## config.mk

```make
export PLATFORM = sky130hd
export DESIGN_NAME = pq_access_ctrl
export DESIGN_NICKNAME = d
export VERILOG_FILES = /design/src/rtl/pq_pkg.sv /design/src/rtl/pq_result_slot.sv /design/src/rtl/pq_access_ctrl.sv
export SDC_FILE = /design/constraint.sdc
export NUM_CORES = 1
export LEC_CHECK = 0
export BUFFER_PORTS_ARGS = -buffer_cell sky130_fd_sc_hd__buf_4
export CAP_MARGIN = 5
export CORE_MARGIN = 8
export CORE_UTILIZATION = 47
export DETAILED_ROUTE_END_ITERATION = 10
export PLACE_DENSITY = 0.79
export SLEW_MARGIN = 5
export SYNTH_ARGS = -nofsm -noshare
export SYNTH_HDL_FRONTEND = slang
export SYNTH_SLANG_ARGS = --single-unit
```

## constraint.sdc

```tcl
create_clock -name CLK -period 3 [get_ports CLK]
set_input_delay 0.3 -clock CLK [delete_from_list [all_inputs] [get_ports CLK]]
set_output_delay 0.3 -clock CLK [all_outputs]
set_load 0.05 [all_outputs]
```

## src/rtl/pq_pkg.sv

```systemverilog
// Shared types and helpers for the priority-queue access controller.
package pq_pkg;

    // Default key width of the attached priority queues.
    localparam int PQ_DATA_WIDTH = 16;

    typedef logic [PQ_DATA_WIDTH-1:0] key_t;

    // Command issued to the queue in a given cycle.
    typedef enum logic [1:0] {
        OP_NONE    = 2'd0,
        OP_PUSH    = 2'd1,
        OP_POP     = 2'd2,
        OP_REPLACE = 2'd3
    } op_e;

    // Bits needed to count 0..max_value inclusive (at least one bit).
    function automatic int occ_width(input int max_value);
        int w;
        w = $clog2(max_value + 1);
        return (w < 1) ? 1 : w;
    endfunction

endpackage

```

## src/rtl/pq_result_slot.sv

```systemverilog
// Single-entry valid/ready holding register for popped keys.
// 'reserve' marks a pop whose key has not been captured yet; while it is
// high the slot reports itself as not free so no second pop can be issued.
module pq_result_slot #(
    parameter int WIDTH = 16
) (
    input  logic             clk,
    input  logic             rst_n,
    input  logic             capture,
    input  logic [WIDTH-1:0] capture_data,
    input  logic             reserve,
    input  logic             ready,
    output logic             valid,
    output logic [WIDTH-1:0] data,
    output logic             free
);

    // Free when empty or emptying this cycle, and no pop is in flight.
    assign free = (!valid || ready) && !reserve;

    // Capture the queue root on a read command; clear on consumer handshake.
    always_ff @(posedge clk or negedge rst_n) begin
        if (!rst_n) begin
            valid <= 1'b0;
            data  <= '0;
        end else if (capture) begin
            valid <= 1'b1;
            data  <= capture_data;
        end else if (valid && ready) begin
            valid <= 1'b0;
        end
    end

endmodule

```

## src/rtl/pq_access_ctrl.sv

```systemverilog
// Requester-side front end for the hardware priority queues.
// Turns a push stream and a pop-request stream into single-cycle queue
// commands (push, pop, or a merged replace), spaces commands by OP_GAP idle
// cycles, tracks occupancy and returns popped keys on a result stream.
//
// Handshake rule for every stream: a transfer happens in a cycle where
// valid and ready are both 1. Ready may depend combinationally on valid;
// a producer keeps valid and data stable until the transfer happens.
module pq_access_ctrl
    import pq_pkg::*;
#(
    parameter int DATA_WIDTH = PQ_DATA_WIDTH,
    parameter int QUEUE_SIZE = 28,
    parameter int OP_GAP     = 1
) (
    input  logic                               CLK,
    input  logic                               RSTn,
    input  logic                               s_push_valid,
    output logic                               s_push_ready,
    input  logic [DATA_WIDTH-1:0]              s_push_data,
    input  logic                               s_pop_valid,
    output logic                               s_pop_ready,
    output logic                               m_pop_valid,
    input  logic                               m_pop_ready,
    output logic [DATA_WIDTH-1:0]              m_pop_data,
    output logic                               pq_wrt,
    output logic                               pq_read,
    output logic [DATA_WIDTH-1:0]              pq_data,
    input  logic                               pq_full,
    input  logic                               pq_empty,
    input  logic [DATA_WIDTH-1:0]              pq_o_data,
    output logic [occ_width(QUEUE_SIZE)-1:0]   occupancy,
    output logic                               err
);

    localparam int OCC_W = occ_width(QUEUE_SIZE);
    localparam int GAP_W = occ_width(OP_GAP);
    localparam logic [OCC_W-1:0] CAPACITY = OCC_W'(QUEUE_SIZE);
    localparam logic [GAP_W-1:0] GAP_LOAD = GAP_W'(OP_GAP);

    logic [OCC_W-1:0] count;
    logic [GAP_W-1:0] gap_cnt;
    op_e              op;
    logic             pop_ok;
    logic             push_issue;
    logic             pop_issue;
    logic             slot_free;
    logic             cmd_d1;
    logic             cmd_d2;
    logic             quiet;
    logic             status_mismatch;

    // Result register; a pop in flight (pq_read high) reserves it.
    pq_result_slot #(
        .WIDTH (DATA_WIDTH)
    ) u_slot (
        .clk          (CLK),
        .rst_n        (RSTn),
        .capture      (pq_read),
        .capture_data (pq_o_data),
        .reserve      (pq_read),
        .ready        (m_pop_ready),
        .valid        (m_pop_valid),
        .data         (m_pop_data),
        .free         (slot_free)
    );

    // Accept arbiter: replace beats push beats pop; nothing inside the gap
    // window or while reset is asserted.
    always_comb begin
        op     = OP_NONE;
        pop_ok = s_pop_valid && (count != '0) && slot_free;
        if (RSTn && (gap_cnt == '0)) begin
            if (s_push_valid && pop_ok) begin
                op = OP_REPLACE;
            end else if (s_push_valid && (count < CAPACITY)) begin
                op = OP_PUSH;
            end else if (pop_ok) begin
                op = OP_POP;
            end
        end
    end

    assign push_issue   = (op == OP_PUSH) || (op == OP_REPLACE);
    assign pop_issue    = (op == OP_POP)  || (op == OP_REPLACE);
    assign s_push_ready = push_issue;
    assign s_pop_ready  = pop_issue;
    assign occupancy    = count;

    // Gap counter: reload on every accept, then count down to zero.
    always_ff @(posedge CLK or negedge RSTn) begin
        if (!RSTn) begin
            gap_cnt <= '0;
        end else if (op != OP_NONE) begin
            gap_cnt <= GAP_LOAD;
        end else if (gap_cnt != '0) begin
            gap_cnt <= gap_cnt - 1'b1;
        end
    end

    // Element count follows accepts; a replace leaves it unchanged.
    always_ff @(posedge CLK or negedge RSTn) begin
        if (!RSTn) begin
            count <= '0;
        end else begin
            case (op)
                OP_PUSH: count <= count + 1'b1;
                OP_POP:  count <= count - 1'b1;
                default: count <= count;
            endcase
        end
    end

    // Registered one-cycle queue commands; write data holds between pushes.
    always_ff @(posedge CLK or negedge RSTn) begin
        if (!RSTn) begin
            pq_wrt  <= 1'b0;
            pq_read <= 1'b0;
            pq_data <= '0;
        end else begin
            pq_wrt  <= push_issue;
            pq_read <= pop_issue;
            if (push_issue) begin
                pq_data <= s_push_data;
            end
        end
    end

    // Command history so status is only compared once the queue has settled.
    always_ff @(posedge CLK or negedge RSTn) begin
        if (!RSTn) begin
            cmd_d1 <= 1'b0;
            cmd_d2 <= 1'b0;
        end else begin
            cmd_d1 <= pq_wrt || pq_read;
            cmd_d2 <= cmd_d1;
        end
    end

    assign quiet           = !pq_wrt && !pq_read && !cmd_d1 && !cmd_d2;
    assign status_mismatch = (pq_empty != (count == '0)) ||
                             (pq_full  != (count == CAPACITY));

    // Sticky flag: queue status disagrees with our own count while idle.
    always_ff @(posedge CLK or negedge RSTn) begin
        if (!RSTn) begin
            err <= 1'b0;
        end else if (quiet && status_mismatch) begin
            err <= 1'b1;
        end
    end

endmodule

```

==> flow_summary.toml <==
[clocking]
clock_slew_at_the_register_clock_pins_of_the_worst_setup_and_hold_paths_ns = 0.08
clock-sinks = 44
htree_num_levels = 2
cts_root_buffer = "sky130_fd_sc_hd__clkbuf_8"
clk_path_buf_depth = 2
total_of_cells_resized_after_clock_tree_synthesis = 0
cts_hold_buf = 0
worstSkewPairLatency_ns = 0.28
cts_post_setup_buffers_inserted = 0
tritoncts.num_buffers = 5
tritoncts_clock_tree = "built"

[pwr]
cellInternalPower_mw = 1.69
power.ir.vdd_worst_mv = 0.558
net_load_switching_power_mw = 1.57
clock_power_share_pct = 11.1
p_leak_nw = 1.34
p_comb_share_pct = 58.1
p_sw_share_pct = 48.1
power_frac_seq_pct = 30.8
power_density_nw_per_um2 = 1220

[worst_setup_path]
reg2reg_setup_slack_ns = 0.22
setup.worst_path.class = "reg2reg"
rr_worst_depth = 10
crit_path_end_kind = "flop"
crit_chain = "or2_4 > or4_4 > nand3_1 > inv_1 > ha_1 > ha_1 > nor2b_1 > o21a_1 > o2111ai_1 > o311ai_0"
worst-endpoint-arrival_ns = 2.92
regToRegEndpoint = "occupancy[4]$_DFFE_PN0P_"
cpMostUsedCell = "sky130_fd_sc_hd__ha_1"
startpoint_of_the_worst_slack_reg_to_reg_timing_path = "occupancy[1]$_DFFE_PN0P_"
critical-path-slowest-cell = "sky130_fd_sc_hd__dfrtp_1"
timing.critical_path.slowest_cell_delay_ns = 0.43
critical_path_buf_inv_count = 1
critical_path.top_delay_family = "simple AND/OR/NAND/NOR gates"
crit_path_start_kind = "flop"
critPathRequiredTime_ns = 3.14
timing.critical_path.fanout_max = 7

[finish]
flow.area_growth_from_synthesis_pct = 38.3
layout.core_utilization_pct = 67.1
num-fill-cells = 299
post_route_cells_drive_above_1_share_pct = 58.3
layout.nets = 263
antenna_cells = 0

[status]
run_status = "finished clean"

[detailed_routing]
routedWlPerCell_um = 17.2
number_of_vias_per_cell = 5.01
drt_iter0_markers = 61
drt_first_pass_iters = 4
antenna_violating_nets_post_route = 0
via_count = 1344
wl_um = 4610
drcViolationCount = 0

[synthesis]
syn_area_per_cell_um2 = 14.8
synthArstFlopShare_pct = 100
postSynthRegisterBits = 44
ys.warnings.count = 0
synth.yosys.seq_area_share_pct = 56.8
synth_fp_nets = 177
number_of_flops_mapped_to_enable_cells_by_yosys = 0
yosys_most_used_dff = "sky130_fd_sc_hd__dfrtp_1"
syn_area_um2 = 1940
synth_cells = 131
synth.distinct_cells = 36

[floorplanning]
floorplan.rows = 23
effective_utilization_at_floorplan_pct = 48.5
dieWidth_um = 80.2
floorplan.die_area_um2 = 6440
chipHeight_um = 80.2
io_pins = 82
area_of_the_core_um2 = 4000

[timing]
rsz0062_at_grt = "no"
final-hold-violation-count = 0
final.setup.tns_ns = 0
layout_min_cycle_time_ns = 2.78
highest_clock_rate_ghz = 0.360
worst_margin_slew_ns = 0.521
relSlewSlack_pct = 65.2
finalSetupViolations = 0
timing.final.max_slew_violations = 0
fraction_of_the_cycle_the_final_worst_path_needs_pct = 92.6
skew_ns = 0.00347

[grt]
first_global_vias = 1467
grt_remaining_overflow = 0
grt_start_max_net_pins = 45
grt_use_total_pct = 14.1
wire_length_of_the_first_global_routing_pass_um = 7120
antenna_found_initial = 0

[run]
max_cap_viol_count = 0

[placement]
gp_routability_congestion = 0.765
port-buffer-count = 81
dp_wirelength_um = 3720

[min_path]
worstHoldPathType = "in2async"
state kept, by name (all words and copies together) (netlist names):
| name | cells |
|---|---|
| u_slot.data | 16 |
| gap_cnt | 1 |
| pq_read | 1 |
| cmd_d1 | 1 |
| occupancy | 5 |
| u_slot.valid | 1 |
| pq_data | 16 |
| pq_wrt | 1 |
| err | 1 |
| cmd_d2 | 1 |
metal layers:
metal	vias to the layer above	global-route usage, %	part of all wire (%)
met5	-	0	0
met4	0	4.36	1.0
met3	6	5.13	8.7
met2	50	23.8	52
met1	654	16.2	38
li1	634	-	-
power groups by stage:
stage,sequential (mW),clock [mW],combinational [mW]
6_report,1.01,0.364,1.90
5_1_grt,1.04,0.410,1.98
2_1_floorplan,1.85,0,0.488
3_3_place_gp,0.996,0,1.88
3_5_place_dp,1.02,0,1.92
4_1_cts,1.01,0.379,1.92
layout make-up:
type / count / area (um^2) / area share (%)
Clock buffer: 6 / 82.6 / 3.08
Tap cell: 50 / 62.6 / 2.33
Inverter: 9 / 33.8 / 1.26
Clock inverter: 2 / 10.0 / 0.373
Timing Repair Buffer: 84 / 631 / 23.5
Multi-Input combinational cell: 73 / 762 / 28.4
Sequential cell: 44 / 1100 / 41.0
cell usage after synthesis (2+ instances only):
master	number	area, um^2
sky130_fd_sc_hd__o2111ai_1	2	17.5
sky130_fd_sc_hd__dfrtp_1	44	1100
sky130_fd_sc_hd__inv_1	9	33.8
sky130_fd_sc_hd__ha_1	6	75.1
sky130_fd_sc_hd__o211a_1	2	20.0
sky130_fd_sc_hd__nand3_1	3	15.0
sky130_fd_sc_hd__mux2_1	6	67.6
sky130_fd_sc_hd__or2_2	2	12.5
sky130_fd_sc_hd__mux2_2	20	225
sky130_fd_sc_hd__xnor2_1	2	17.5
sky130_fd_sc_hd__mux2i_1	2	20.0
sky130_fd_sc_hd__mux2_4	8	120
sky130_fd_sc_hd__nor2b_1	2	12.5
cells in the final DEF, fill, tap and decap left out, types with 2 or more instances in the layout:
cell type,n
sky130_fd_sc_hd__inv_1,9
sky130_fd_sc_hd__mux2i_1,2
sky130_fd_sc_hd__mux2_1,6
sky130_fd_sc_hd__o2111ai_1,2
sky130_fd_sc_hd__o211a_1,2
sky130_fd_sc_hd__dfrtp_1,44
sky130_fd_sc_hd__mux2_2,20
sky130_fd_sc_hd__or2_2,2
sky130_fd_sc_hd__nand3_1,3
sky130_fd_sc_hd__clkbuf_8,6
sky130_fd_sc_hd__mux2_4,8
sky130_fd_sc_hd__buf_4,84
sky130_fd_sc_hd__ha_1,6
sky130_fd_sc_hd__nor2b_1,2
sky130_fd_sc_hd__xnor2_1,2
sky130_fd_sc_hd__clkinv_2,2
cells by family after synthesis:
group | share of synthesized area [%]
mux | 22.3
xor+xnor | 1.36
simple gates | 5.48
flops | 56.8
compound gates | 5.23
fa+ha+maj | 4.90
buf+inv | 3.93
through the flow:
step	std cells	hold slack [ns]	power (mW)	cell area (um^2)	setup slack [ns]
detailed placement	260	0.399	2.94	2590	0.232
CTS	268	0.100	3.31	2680	0.218
floorplan	131	0.00441	2.34	1940	0.138
global placement	260	0.383	2.88	2590	0.379
global route	268	0.139	3.43	2680	0.100
finish	268	0.0925	3.27	2680	0.223
worst register-to-register path: cells and delay by family (launching register included):
family          cells  cell delay (ns)
simple gates        4             0.99
fa+ha+maj           2             0.62
compound gates      3             0.54
flops               1             0.43
buf+inv             1             0.07
how the worst max path moves through the flow:
| stage | depth (start not counted) | from | endpoint |
|---|---|---|---|
| after floorplan | 12 | occupancy[2]$_DFFE_PN0P_ | occupancy[4]$_DFFE_PN0P_ |
| after global placement | 10 | occupancy[0]$_DFFE_PN0P_ | occupancy[3]$_DFFE_PN0P_ |
| after detailed placement | 10 | occupancy[1]$_DFFE_PN0P_ | occupancy[4]$_DFFE_PN0P_ |
| after CTS | 10 | occupancy[1]$_DFFE_PN0P_ | occupancy[4]$_DFFE_PN0P_ |
| after global routing | 10 | occupancy[1]$_DFFE_PN0P_ | occupancy[4]$_DFFE_PN0P_ |
| final | 10 | occupancy[1]$_DFFE_PN0P_ | occupancy[4]$_DFFE_PN0P_ |
No activity file was read; power rests on OpenSTA's default activity.
